<file path="src/rtl/slice_tx_gate_pkg.sv">
// Shared xpu definitions for the slice-gated tx request path.
// States, queue geometry and the round-robin reset pointer.
package slice_tx_gate_pkg;

    localparam int NUM_TX_QUEUE = 3;
    localparam int QUEUE_IDX_WIDTH = 2;

    // Queue 0 gets first priority after reset.
    localparam logic [QUEUE_IDX_WIDTH-1:0] RR_RESET_IDX = 2'd2;

    typedef enum logic [1:0] {
        ST_IDLE   = 2'd0,
        ST_REQ    = 2'd1,
        ST_ACTIVE = 2'd2
    } tx_state_e;

    function automatic logic [QUEUE_IDX_WIDTH-1:0] rr_next(
        input logic [QUEUE_IDX_WIDTH-1:0] idx
    );
        logic [QUEUE_IDX_WIDTH-1:0] nxt;
        nxt = 2'd0;
        unique case (1'b1)
            (idx == 2'd0): nxt = 2'd1;
            (idx == 2'd1): nxt = 2'd2;
            default:       nxt = 2'd0;
        endcase
        return nxt;
    endfunction

endpackage

</file>
<file path="src/rtl/slice_rr_pick.sv">
// Combinational round-robin picker over the three tx queues.
// Search starts one past the last granted queue, wrapping mod 3.
module slice_rr_pick
    import slice_tx_gate_pkg::*;
(
    input  logic [NUM_TX_QUEUE-1:0]    eligible,
    input  logic [QUEUE_IDX_WIDTH-1:0] last_granted,
    output logic                       valid,
    output logic [QUEUE_IDX_WIDTH-1:0] idx
);

    logic [QUEUE_IDX_WIDTH-1:0] c0;
    logic [QUEUE_IDX_WIDTH-1:0] c1;
    logic [QUEUE_IDX_WIDTH-1:0] c2;

    assign c0 = rr_next(last_granted);
    assign c1 = rr_next(c0);
    assign c2 = rr_next(c1);

    always_comb begin
        valid = |eligible;
        idx   = '0;
        if (eligible[c0]) begin
            idx = c0;
        end else if (eligible[c1]) begin
            idx = c1;
        end else if (eligible[c2]) begin
            idx = c2;
        end
    end

endmodule

</file>
<file path="src/rtl/slice_tx_gate.sv">
// Gates tx requests by per-queue slice enables, arbitrates round-robin
// and tracks each granted frame through accept, completion and timeout.
module slice_tx_gate
    import slice_tx_gate_pkg::*;
#(
    parameter int TIMEOUT_WIDTH = 16
) (
    input  logic                       clk,
    input  logic                       rst,
    input  logic                       slice_en0,
    input  logic                       slice_en1,
    input  logic                       slice_en2,
    input  logic [NUM_TX_QUEUE-1:0]    queue_pending,
    input  logic                       tx_ready,
    input  logic                       tx_ack,
    input  logic                       tx_done,
    input  logic [TIMEOUT_WIDTH-1:0]   tx_timeout_cycles,
    output logic                       tx_req,
    output logic [QUEUE_IDX_WIDTH-1:0] tx_queue_idx,
    output logic                       busy,
    output logic                       timeout_pulse,
    output logic [QUEUE_IDX_WIDTH-1:0] last_granted
);

    tx_state_e                  state;
    logic [NUM_TX_QUEUE-1:0]    eligible;
    logic                       pick_valid;
    logic [QUEUE_IDX_WIDTH-1:0] pick_idx;
    logic [TIMEOUT_WIDTH-1:0]   wd;
    logic [TIMEOUT_WIDTH-1:0]   wd_next;
    logic                       expire;

    assign eligible = queue_pending
                    & {slice_en2, slice_en1, slice_en0};

    // Compare against the post-increment count so expiry lands
    // exactly limit edges after the accept edge.
    assign wd_next = (&wd) ? wd : wd + 1'b1;
    assign expire  = (tx_timeout_cycles != '0)
                  && (wd_next == tx_timeout_cycles);

    slice_rr_pick u_pick (
        .eligible     (eligible),
        .last_granted (last_granted),
        .valid        (pick_valid),
        .idx          (pick_idx)
    );

    always_ff @(posedge clk or posedge rst) begin
        if (rst) begin
            state         <= ST_IDLE;
            tx_req        <= 1'b0;
            tx_queue_idx  <= '0;
            busy          <= 1'b0;
            timeout_pulse <= 1'b0;
            last_granted  <= RR_RESET_IDX;
            wd            <= '0;
        end else begin
            timeout_pulse <= 1'b0;
            case (state)
                ST_IDLE: begin
                    if (pick_valid && tx_ready) begin
                        tx_queue_idx <= pick_idx;
                        tx_req       <= 1'b1;
                        busy         <= 1'b1;
                        state        <= ST_REQ;
                    end
                end
                ST_REQ: begin
                    if (tx_ack) begin
                        tx_req <= 1'b0;
                        wd     <= '0;
                        state  <= ST_ACTIVE;
                    end else if (!eligible[tx_queue_idx]) begin
                        tx_req <= 1'b0;
                        busy   <= 1'b0;
                        state  <= ST_IDLE;
                    end
                end
                ST_ACTIVE: begin
                    wd <= wd_next;
                    if (tx_done) begin
                        last_granted <= tx_queue_idx;
                        busy         <= 1'b0;
                        state        <= ST_IDLE;
                    end else if (expire) begin
                        timeout_pulse <= 1'b1;
                        last_granted  <= tx_queue_idx;
                        busy          <= 1'b0;
                        state         <= ST_IDLE;
                    end
                end
                default: begin
                    tx_req <= 1'b0;
                    busy   <= 1'b0;
                    state  <= ST_IDLE;
                end
            endcase
        end
    end

endmodule
</file>
<file path="config.mk">
export PLATFORM = sky130hd
export DESIGN_NAME = slice_tx_gate
export DESIGN_NICKNAME = d
export VERILOG_FILES = /design/src/rtl/slice_tx_gate_pkg.sv /design/src/rtl/slice_rr_pick.sv /design/src/rtl/slice_tx_gate.sv
export SDC_FILE = /design/constraint.sdc
export NUM_CORES = 1
export LEC_CHECK = 0
export CAP_MARGIN = 0
export CORE_ASPECT_RATIO = 1.4
export CORE_UTILIZATION = 55
export DETAILED_ROUTE_END_ITERATION = 12
export GPL_ROUTABILITY_DRIVEN = 0
export PLACE_DENSITY = 0.9
export SLEW_MARGIN = 5
export SYNTH_ARGS = -nofsm -noshare
export SYNTH_HDL_FRONTEND = slang
export SYNTH_SLANG_ARGS = --single-unit
</file>
<file path="constraint.sdc">
create_clock -name clk -period 4.3 [get_ports clk]
set_input_delay 0.86 -clock clk [delete_from_list [all_inputs] [get_ports clk]]
set_output_delay 0.86 -clock clk [all_outputs]
set_load 0.05 [all_outputs]
</file>
Yosys cells after proc, flatten, opt, wreduce, memory -nomap -nowiden
Index checks and enable logic that the tools add are counted.
Storage, ports and cells
  bits in registers: 25
  input bits: 27
  logic and storage cells: 79
Operators by class
  add/sub/neg operators: 1
  $lt $le $gt $ge: 4
  equal/unequal tests: 12
  mux-type cells: 36
  bitwise operators: 2
  reductions and logical operators: 17
Operators with widths (number)
  $mux W16: 2
  $pmux W16 S2: 1
  $mux W2: 10
  $add A16 B1 Y16 const B: 1
  $eq A16 B16 Y1: 1
  $reduce_and A16 Y1: 1
  $reduce_bool A16 Y1: 1
  $mux W1: 13
  $lt A2 B3 Y1 const B: 4
  $pmux W2 S2: 3
  $bmux W1 S2: 4
  $eq A2 B1 Y1 const B: 4
  $logic_not A2 Y1: 4
  $ne A2 B2 Y1 const B: 4
  $ne A3 B3 Y1 const B: 2
  $pmux W1 S3: 2
  $pmux W2 S3: 1
  $reduce_and A2 Y1: 3
  $reduce_and A3 Y1: 2
  $reduce_and A4 Y1: 1
  $reduce_bool A2 Y1: 2
  $and A3 B3 Y3: 1
  $reduce_or A3 Y1: 1
  $eq A2 B2 Y1 const B: 1
  2 further kinds: 3

Longest topological paths before layout
Gate-level depths: netlist (run 1).
  word-level depth: 11
  depth in mapped cells: 11
  gate-level depth less buffers: 9

Cells and area by module
From an unflattened synthesis (run 1), not the netlist that was laid out.
Second synthesis, totals
  cells, all modules: 283
  area, all modules: 2267.2 um2
By module, submodules not included
  slice_tx_gate: times used 1, cells each 275, area each 2208.4 um2, seq. area each 626.9 um2
  slice_rr_pick: times used 1, cells each 8, area each 58.8 um2, seq. area each 0.0 um2

Worst setup path after synthesis (run 1)
Ideal clock, no wire load.
  kind: reg2reg
  start: register wd[0]
  end: register busy
  arrival: 3.346 ns
  required time: 4.180 ns
  setup slack: 0.833 ns
  stages on the path, launching flop included: 11
  cell sequence: dfrtp_1 ha_1 buf_6 nand4_4 or4_1 buf_4 xnor2_2 or4_1 or4_1 or4_4 a41o_1
Between the ends
  word-level cells in the longest chain between the ends: 6
  elaborated cells between the ends (all ways): 7
  classes of those cells: add/sub: 1; eq/ne: 2; mux: 1; reduce/logical: 3
Ends and longest elaborated chain
  from (decl): line slice_tx_gate.sv:29  | logic [TIMEOUT_WIDTH-1:0] wd;
  from (signal assigned): line slice_tx_gate.sv:81  | wd <= wd_next;
  $add A16 B1 Y16 / $reduce_and A16 Y1 (equally long branches): line slice_tx_gate.sv:38  | assign wd_next = (&wd) ? wd : wd + 1'b1;
  $mux W16 (*): line slice_tx_gate.sv:38
  $eq A16 B16 Y1 (*): line slice_tx_gate.sv:40  | && (wd_next == tx_timeout_cycles);
  $logic_and A1 B1 Y1 (*): line slice_tx_gate.sv:40
  $ne A3 B3 Y1 (no source line) (*)
  $reduce_and A4 Y1 (no source line) (*)
  to (signal assigned): line slice_tx_gate.sv:54  | busy <= 1'b0;
  to (signal assigned): line slice_tx_gate.sv:65  | busy <= 1'b1;
  to (signal assigned): line slice_tx_gate.sv:76  | busy <= 1'b0;
  to (decl): line slice_tx_gate.sv:20  | output logic busy,
Every way passes the cells marked *; elsewhere a longest branch is shown, timed or not.
A chain may end at the register's enable or synchronous reset.

Worst setup path after layout (run 1)
  start: register wd[1]
  end: register busy
Same word-level chain as after synthesis.

==> summary.md, run 1 <==
| Metric | Value |
|---|---|
| Run status | `finished, violations left` |
| Violated checks | `DRC` |
| Post-synth top area share | `25.6%` |
| Synth Cell Area | `2340 um2` |
| Fin crit period | `3.92 ns` |
| Asr flop ratio synth | `100%` |
| Post-DP HPWL | `between 4000 and 5000 um` |
| Slew @ Worst Pin | `0.923 ns` |
| Tot GR Track Use | `28.4%` |
| Worst-path cell chain | `ha_1 > nand4_4 > or4_1 > xnor2_2 > or4_1 > or4_1 > or4_4 > a41o_1` |
| Syn Nets | `322` |
| Boundary Pins | `34` |
| Leading post-synthesis cells by instance count | `nand2_1 (42), o21ai_0 (29), dfrtp_1 (24)` |
| CTS tree | `yes` |
| Num rows | `27` |
| Cts hold-fix bufs | `0` |
| Number of buffers created by CTS | `3` |
| Height of the die | `79.3 um` |
| WP data arrival | `about 4.1 ns` |
| Post-route antenna net violation count | `0` |
| Post-CTS Resized | `0` |
| CORE AREA | `4020 um2` |
| CTS clock-pin slew for the worst setup and hold paths | `0.08 ns` |
| Clock skew | `a little under 0.002 ns` |
| Global route total overflow | `0` |
| Max Buffers Root-to-Sink | `2` |
| Wire per inst | `roughly 17 um` |
| IO buf count | `33` |
| Register area share after synthesis | `26.7%` |
| Skew-Pair Late Insertion Delay | `around 0.26 ns` |
| DR DRC count | `1` |
| Top post-synthesis cells by area | `dfrtp_1 (26%), nand2_1 (6.7%), o21ai_0 (6.2%)` |
| Horiz. Die Dim | `57.2 um` |
| Primary FF master, synth | `dfrtp_1` |
| Area occupied by multi-input gates | `1550 um2` |
| Largest net degree at the start of global routing | `26` |
| Period utilization | `91.2%` |
| Post-synth EDFFs | `0` |
| HP Class | `reg2reg` |
| Max Clock Freq | `between 200 and 300 MHz` |
| Pre-Repair DR Iteration Count | `9` |
| Worst setup SP type | `flip-flop` |
| RSZ-0062 raised after global routing | `false` |
| Setup_tns | `0 ns` |
| CP Max Fanout | `10` |
| Vias in the first global route | `2241` |
| Syn Area/Cell | `7.98 um2` |
| Leak Pwr | `1.00 nW` |
| Layout cells sized above 1 | `under 10%` |
| Top-count cell post-synth | `nand2_1` |
| Slew Viols, Final | `0` |
| FF/Latch Area | `627 um2` |
| Post-CTS Setup Bufs | `0` |
| Library cells used by synthesis | `between 60 and 70` |
| Die ar. | `4530 um2` |
| Inst Count DP | `355` |
| Post-synth top area cell | `dfrtp_1` |
| CP dominant cell by count | `or4_1` |
| Pwr Density | `317 nW/um2` |
| Layout area overhead | `13.7%` |
| Fin. Hold Viols | `0` |
| Vias per cell | `6.76` |
| Maxcap violations | `0` |
| Max_slew headroom | `38.4%` |
| Crit-path slowest cell | `or4_1` |
| N_diodes | `0` |
| Final Setup Violations | `0` |
| Cells after Synth | `between 200 and 300` |
| Vias | `2426` |
| Root Buffer | `clkbuf_8` |
| Peak VDD IR | `0.441 mV` |
| H-Tree Depth | `1` |
| Initial antenna violation count | `0` |
| Worst endpoint required time | `4.45 ns` |
| Initial DRC count | `197` |
| Global-route wire length before repair | `10300 um` |
| CP Class | `reg2reg` |
| Finished Layout Cells | `~360` |
| Layout filler cell count | `about 340` |
| Yosys reg bits | `25` |
| Drt total wl | `6040 um` |
| NumNets Final | `345` |
| Clock Sink Count | `25` |
| Initial core utilization | `58.3%` |
| Crit. End Element | `flip-flop` |
| Synth warnings | `0` |
| Critical path's largest stage delay | `0.73 ns` |
==> worst max-delay path, delay by kind of cell (launching register included) <==
kind            cells  cell delay (ns)
flops               1             0.48
fa+ha+maj           1             0.42
compound gates      1             0.26
xor+xnor            1             0.20
simple gates        5             2.44
==> layout by cell type (no fill, tap or decap), drive strengths merged, types with 2 or more instances in the layout <==
cell type       n
nand2          42
clkdlybuf4s50  33
o21ai          29
dfrtp          24
a21oi          16
nor2           14
nand4          14
nand3          13
nor4           12
inv            11
nor2b           8
xnor2           8
nor3            7
or4             6
o41ai           5
o21a            4
o31ai           4
mux2            4
and4            4
clkbuf          4
mux2i           3
xor2            3
a31oi           3
a211oi          3
buf             3
or2             3
and3b           2
and2            2
o211ai          2
and3            2
a22o            2
nand4b          2
a41o            2
a311oi          2
a21o            2
==> layout make-up <==
| class | instances | area share [%] |
|---|---|---|
| repair buffers | 36 | 13.2 |
| inverters | 11 | 1.55 |
| multi-input cells | 240 | 58.0 |
| clock buffers | 4 | 1.69 |
| flip-flops and latches | 25 | 23.5 |
| well taps | 43 | 2.02 |
==> routing by layer <==
layer / global-route usage (%) / part of all wire [%] / up-vias
li1: - / - / 1147
met1: 36.2 / 42 / 1158
met2: 49.8 / 49 / 104
met3: 2.12 / 5.5 / 17
met4: 10.2 / 2.5 / 0
met5: 0 / 0 / -
==> final timing paths <==
path / startpoint / cells after the start / slack [ns] / to
max in group asynchronous: rst / 2 / 2.64 / tx_req$_DFFE_PP0P_
worst max register to register: wd[1]$_DFFE_PP0P_ / 8 / 0.38 / busy$_DFFE_PP0P_
worst min register to register: tx_req$_DFFE_PP0P_ / 2 / 0.52 / tx_req$_DFFE_PP0P_
min in group asynchronous: rst / 2 / 1.10 / wd[11]$_DFFE_PP0P_
worst max-delay path: wd[1]$_DFFE_PP0P_ / 8 / 0.38 / busy$_DFFE_PP0P_
worst min-delay path: tx_req$_DFFE_PP0P_ / 2 / 0.52 / tx_req$_DFFE_PP0P_
==> cell families (layout without fill, tap and decap cells) <==
logic type / after synthesis / after routing / share of synthesized area (%)
adders and majority gates: 1 / 1 / 0.534
xor gates and xnor gates: 12 / 12 / 5.71
buffers and inverters: 29 / 51 / 7.31
and+or+nand+nor: 137 / 137 / 33.7
DFF: 25 / 25 / 26.7
AOI/OAI and AO/OA: 83 / 83 / 22.8
muxes: 7 / 7 / 3.20
==> through the flow <==
step	util (%)	setup WS, ns	total power [mW]	hold slack (ns)	instance area [um2]
detailed placement	65.2	0.443	0.711	0.512	2620
CTS	66.3	0.424	0.847	0.535	2670
finish	66.3	0.378	0.845	0.521	2670
floorplan	-	0.833	0.596	0.521	2340
global route	66.3	0.242	0.900	0.560	2670
global placement	65.2	0.559	0.700	0.505	2620
==> registers in the layout (all words and copies together) (netlist names) <==
name           count
state              2
timeout_pulse      1
last_granted       2
wd                16
tx_queue_idx       2
tx_req             1
busy               1
==> where the power goes <==
part | switching, mW | total [mW] | internal [mW]
sequential | 0.0551 | 0.329 | 0.274
clock | 0.0671 | 0.133 | 0.0660
combinational | 0.221 | 0.383 | 0.162
total | 0.343 | 0.845 | 0.502
Note: power is estimated with default switching activity, not from simulation.
==> inputs of run 2 (changes only) <==
Settings changed: ABC_AREA from default to 1, CORE_UTILIZATION 55 to 57, PLACE_DENSITY 0.9 to 0.94, SETUP_SLACK_MARGIN from default to 0.2.
Clock period 4.3 ns to 4.8 ns, I/O delays scaled along.
==> summary.md, run 2 <==
| Metric | Value |
|---|---|
| CP Class | `reg2out` |
| Library cells used by synthesis | `29` |
| Syn Nets | `352` |
| Die ar. | `3760 um2` |
| HP Class | `reg2reg` |
| RSZ-0062 raised after global routing | `false` |
| FF/Latch Area | `627 um2` |
| Num rows | `25` |
| Post-synth top area share | `30.0%` |
| H-Tree Depth | `1` |
| CP top delay family | `buffers and inverters` |
| Mux contribution to synthesized area | `0%` |
| Horiz. Die Dim | `~52 um` |
| Post-route antenna net violation count | `0` |
| Wire per inst | `about 13 um` |
| R2r worst-path depth | `18` |
| Layout area overhead | `20.5%` |
| Global-route wire length before repair | `8330 um` |
| Largest net degree at the start of global routing | `26` |
| Layout filler cell count | `284` |
| Worst-path cell chain | `clkdlybuf4s50_1` |
| Register area share after synthesis | `31.3%` |
| Top-count cell post-synth | `nand2_1` |
| Slew Viols, Final | `0` |
| Period utilization | `56.1%` |
| Leak Pwr | `between 1 and 1.5 nW` |
| Pre-Repair DR Iteration Count | `6` |
| Worst reg2reg path endpoint | `busy$_DFFE_PP0P_` |
| Skew-Pair Late Insertion Delay | `0.27 ns` |
| WP data arrival | `1.73 ns` |
| CORE AREA | `3380 um2` |
| Global route total overflow | `0` |
| Synth warnings | `0` |
| Largest family of logic cells by synthesized area | `simple AND/OR/NAND/NOR gates` |
| Adder-cell share of the synthesized area | `0.625%` |
| Clock skew | `just over 0.003 ns` |
| Fin crit period | `2.69 ns` |
| Layout cells sized above 1 | `6.98%` |
| CP Max Fanout | `9` |
| Most frequent cells in the layout | `nand2_1 (111), inv_1 (55), clkdlybuf4s50_1 (33), nor2_1 (30)` |
| Primary FF master, synth | `dfrtp_1` |
| Number of flip-flops under the largest register name | `16` |
| CTS clock-pin slew for the worst setup and hold paths | `0.09 ns` |
| Peak VDD IR | `~0.51 mV` |
| Post-CTS Setup Bufs | `0` |
| Crit-path slowest cell | `clkdlybuf4s50_1` |
| IO buf count | `33` |
| Post-synthesis compound-gate area fraction | `9.93%` |
| Most common cell after layout, fill and taps aside | `nand2_1` |
| Top reg by flops | `wd` |
| Yosys reg bits | `25` |
| Synth Area in XOR/XNOR | `2.62%` |
| Number of buffers created by CTS | `3` |
| Critical path's largest stage delay | `0.84 ns` |
| Cts hold-fix bufs | `0` |
| Initial DRC count | `80` |
| Top post-synthesis cells by area | `dfrtp_1 (30%), nand2_1 (21%), inv_1 (10%)` |
| Pwr Density | `474 nW/um2` |
| Reg2reg setup slack | `2.36 ns` |
| Area occupied by multi-input gates | `1130 um2` |
| Final Setup Violations | `0` |
| Drt total wl | `5170 um` |
| Slew @ Worst Pin | `1.17 ns` |
| Post-CTS Resized | `0` |
| Simple-gate portion of the synthesized area | `between 40 and 50%` |
| Bufs and invs on worst path | `1` |
| Run status | `finished clean` |
| Worst setup SP type | `flip-flop` |
| Reg2Reg Launch Point | `wd[0]$_DFFE_PP0P_` |
| Max Clock Freq | `371 MHz` |
| DR DRC count | `0` |
| Clock Sink Count | `25` |
| Core Util, Final | `between 70 and 80%` |
| Total power | `approximately 1.1 mW` |
| Vias per cell | `5.45` |
| Max_slew headroom | `21.7%` |
| Setup_tns | `0 ns` |
| Post-synth EDFFs | `0` |
| Hold Path Cell Cnt | `2` |
| Boundary Pins | `34` |
| Vias | `2170` |
| Synth Cell Area | `around 2000 um2` |
| Worst endpoint required time | `roughly 3.8 ns` |
| Min-delay src | `busy$_DFFE_PP0P_` |
| Crit. End Element | `output pin` |
| Worst hold endpoint | `busy$_DFFE_PP0P_` |
| N_diodes | `0` |
| Initial core utilization | `59.3%` |
| Syn Area/Cell | `6.18 um2` |
| Fin. Hold Viols | `0` |
| Maxcap violations | `0` |
| Cells after Synth | `324` |
| Tot GR Track Use | `between 20% and 30%` |
| Asr flop ratio synth | `100%` |
| NumNets Final | `387` |
| CTS tree | `yes` |
| Initial antenna violation count | `0` |
| Post-DP HPWL | `~4000 um` |
| Vias in the first global route | `approximately 2000` |
| Leading post-synthesis cells by instance count | `nand2_1 (111), inv_1 (55), nor2_1 (30)` |
| Height of the die | `72.1 um` |
| Max Buffers Root-to-Sink | `2` |
| Post-synth top area cell | `dfrtp_1` |
| Root Buffer | `clkbuf_8` |
==> run 2: cell count changes after synthesis, moves of 8 or more <==
cell	previous run	this run
a21oi_1	16	7
inv_1	11	55
nand2_1	42	111
nor2b_1	8	0
nor2_1	13	30
nand3_1	13	24
nor4_1	10	2
o21ai_0	29	15
==> run 2: metrics by stage <==
stage | hold slack, ns | setup slack (ns) | area, um2 | cells
floorplan | 0.558 | 2.78 | 2000 | 324
global placement | 0.468 | 2.13 | 2370 | 394
detailed placement | 0.475 | 2.04 | 2370 | 394
CTS | 0.500 | 2.11 | 2410 | 398
global route | 0.515 | 2.08 | 2410 | 398
finish | 0.490 | 2.11 | 2410 | 398
==> run 2: layout make-up <==
type | count | share of cell area, %
inverter | 59 | 9.18
sequential | 25 | 26.0
clock buffer | 4 | 1.87
multi-input combinational | 236 | 46.9
tap | 40 | 2.07
timing repair buffer | 34 | 14.0
==> run 2: logic make-up (layout without fill, tap and decap cells) <==
kind of cell | Yosys count | count (layout)
XOR/XNOR | 6 | 6
buffers and inverters | 63 | 97
flip-flops | 25 | 25
AND/OR/NAND/NOR | 193 | 193
adder cells (fa/ha/maj) | 1 | 1
AO/OA/AOI/OAI | 36 | 36
==> run 2: how the worst max path moves through the flow <==
stage,start,endpoint,slack (ns),cells past startpoint
floorplan,queue_pending[0],tx_queue_idx[1]$_DFFE_PP0P_,2.78,11
global placement,queue_pending[0],tx_queue_idx[1]$_DFFE_PP0P_,2.13,12
detailed placement,tx_ack,wd[10]$_DFFE_PP0P_,2.04,4
CTS,last_granted[1]$_DFFE_PP1P_,last_granted[1],2.11,1
global route,last_granted[1]$_DFFE_PP1P_,last_granted[1],2.08,1
finish,last_granted[1]$_DFFE_PP1P_,last_granted[1],2.11,1
==> run 2: layer usage <==
layer  GRT usage [%]  up-vias  part of all wire, %
met5               0        -                    0
met4            14.1        0                  3.3
met3            3.14       19                  3.5
met2            55.4       73                   53
met1            31.1      993                   40
li1                -     1085                    -
==> run 2: power by group <==
group / switching (mW) / leakage (nW) / internal [mW]
logic: 0.399 / 0.888 / 0.216
registers: 0.100 / 0.332 / 0.299
clock network: 0.0695 / 0.0228 / 0.0595
total: 0.569 / 1.24 / 0.575
==> inputs of run 3 (changes only) <==
Settings changed: CORE_UTILIZATION 57 to 48, PLACE_DENSITY 0.94 to 0.85.
Clock period 4.8 ns to 2.23 ns, I/O delays scaled along.
==> summary.md, run 3 (same netlist as run 2, synthesis figures left out) <==
| Metric | Value |
|---|---|
| Core Util, Final | `68.7%` |
| Crit. End Element | `flip-flop` |
| CP Max Fanout | `8` |
| Layout area overhead | `35.5%` |
| Sequential share of power | `32.3%` |
| Worst setup SP type | `flip-flop` |
| Root Buffer | `clkbuf_8` |
| Initial DRC count | `111` |
| Layout filler cell count | `around 330` |
| Setup_tns | `0 ns` |
| Clock Sink Count | `25` |
| Fin. Hold Viols | `0` |
| Max Clock Freq | `456 MHz` |
| Clock skew | `0.00456 ns` |
| CTS clock-pin slew for the worst setup and hold paths | `0.09 ns` |
| Most frequent cells in the layout | `nand2_1 (100), inv_1 (53), clkdlybuf4s50_1 (31), dfrtp_1 (21), nor2_1 (20)` |
| Fin crit period | `2.19 ns` |
| IO buf count | `33` |
| Max Buffers Root-to-Sink | `2` |
| Layout cells sized above 1 | `20.7%` |
| Number of flip-flops under the largest register name | `16` |
| Placed cell area | `2410 um2` |
| Initial antenna violation count | `0` |
| Final instance area | `2710 um2` |
| Top sig layer | `met4` |
| Net switching power | `around 1.4 mW` |
| Initial core utilization | `between 50% and 60%` |
| Global route total overflow | `0` |
| Sw frac | `50.3%` |
| NumNets Final | `405` |
| WP data arrival | `2.36 ns` |
| Largest net degree at the start of global routing | `26` |
| Total power | `about 2.7 mW` |
| CP Class | `reg2reg` |
| Horiz. Die Dim | `56.6 um` |
| Vias in the first global route | `~2200` |
| DR DRC count | `0` |
| Clock network fraction of design power | `between 10% and 20%` |
| Post-DP HPWL | `~4000 um` |
| Peak VDD IR | `0.914 mV` |
| Maxcap violations | `0` |
| Run status | `finished clean` |
| Max_slew headroom | `65.4%` |
| M1 WL | `2300 um` |
| Number of buffers created by CTS | `3` |
| Leak Pwr | `about 1.4 nW` |
| Slew Viols, Final | `0` |
| Tot GR Track Use | `28.1%` |
| Pwr Density | `1000 nW/um2` |
| Cts hold-fix bufs | `0` |
| Combinational power share | `approximately 57%` |
| Height of the die | `78.4 um` |
| Period utilization | `roughly 98%` |
| Num rows | `27` |
| Routed wl met3 | `323 um` |
| Die ar. | `4440 um2` |
| DR WL met2 | `3310 um` |
| Global-route wire length before repair | `9790 um` |
| CTS tree | `yes` |
| Vias | `roughly 2300` |
| Most common cell after layout, fill and taps aside | `nand2_1` |
| Vias per cell | `5.58` |
| Drt total wl | `6150 um` |
| Worst endpoint required time | `approximately 2.4 ns` |
| Power Internal | `~1.3 mW` |
| Top reg by flops | `wd` |
| Boundary Pins | `34` |
| Slew @ Worst Pin | `0.518 ns` |
| Wire per inst | `about 15 um` |
| Final Setup Violations | `0` |
| Pre-Repair DR Iteration Count | `5` |
| Skew-Pair Late Insertion Delay | `0.28 ns` |
| Worst Hold Slack | `roughly 0.49 ns` |
| N_diodes | `0` |
| HP Class | `reg2reg` |
| CORE AREA | `3950 um2` |
| Post-route antenna net violation count | `0` |
| H-Tree Depth | `1` |
| RSZ-0062 raised after global routing | `true` |
-- run 3: changes by cell type in the layout (fill, tap and decap cells not counted), moves of 3 or more --
cell | before | now
nor2_1 | 30 | 20
nand2_2 | 7 | 15
dfrtp_2 | 0 | 3
nor2_2 | 1 | 10
nand2_4 | 1 | 4
nand3_2 | 3 | 7
nand2_1 | 111 | 100
dfrtp_1 | 24 | 21
nand3_1 | 24 | 19
buf_6 | 0 | 3
buf_4 | 1 | 15
-- run 3: final timing paths --
path                               startpoint                     endpoint  slack (ns)  depth (start not counted)
max                         wd[1]$_DFFE_PP0P_  last_granted[0]$_DFFE_PP0P_        0.04                         17
min                        tx_req$_DFFE_PP0P_           tx_req$_DFFE_PP0P_        0.49                          2
max reg2reg                 wd[1]$_DFFE_PP0P_  last_granted[0]$_DFFE_PP0P_        0.04                         17
min reg2reg                tx_req$_DFFE_PP0P_           tx_req$_DFFE_PP0P_        0.49                          2
max in group asynchronous                 rst  last_granted[1]$_DFFE_PP1P_        1.42                          3
min in group asynchronous                 rst           wd[15]$_DFFE_PP0P_        0.51                          3
-- run 3: critical path: stages, from the launching register on --
cell     delay [ns]
dfrtp_1        0.43
ha_4           0.19
nand2_4        0.06
nor2_4         0.14
nand2_4        0.12
nor2_8         0.18
inv_8          0.07
buf_8          0.14
nand3_2        0.06
nand2_2        0.07
nor2_1         0.10
nand2_1        0.07
nor2_2         0.12
nand2_2        0.09
nand2_2        0.09
nand2_4        0.06
nand2_2        0.06
o21ai_1        0.05
-- run 3: area by class of cell --
class | count | area [um2] | area share [%]
repair buffers | 52 | 493 | 18.2
flip-flops and latches | 25 | 631 | 23.2
multi-input cells | 236 | 1260 | 46.5
well taps | 43 | 53.8 | 1.98
clock buffers | 4 | 45.0 | 1.66
inverters | 59 | 229 | 8.44
-- run 3: routing by layer --
| layer | up-vias | track usage [%] |
|---|---|---|
| met3 | 21 | 3.13 |
| met2 | 103 | 52.0 |
| li1 | 1130 | - |
| met1 | 1083 | 30.9 |
| met4 | 0 | 13.9 |
| met5 | - | 0 |
-- run 3: stage by stage --
| step | setup slack [ns] | instances |
|---|---|---|
| 4_1_cts | 0.142 | 414 |
| 3_5_place_dp | -0.00357 | 402 |
| 2_1_floorplan | 0.252 | 324 |
| 5_1_grt | -0.0892 | 419 |
| 3_3_place_gp | 0.0461 | 402 |
| 6_report | 0.0382 | 419 |
-- run 3: power groups by stage --
stage	clock network, mW	registers [mW]	logic (mW)
after floorplan	0	0.959	0.819
after global placement	0	0.847	1.34
after detailed placement	0	0.854	1.36
after CTS	0.292	0.852	1.44
after global routing	0.310	0.899	1.71
final	0.285	0.877	1.55
-- run 3: repair_timing --
item	CTS	global route
endpoints found under the hold margin	0	0
setup buffers	8	5
pin swaps	12	18
gates resized for setup	26	27
cloned	0	0
setup endpoints to repair	6	5
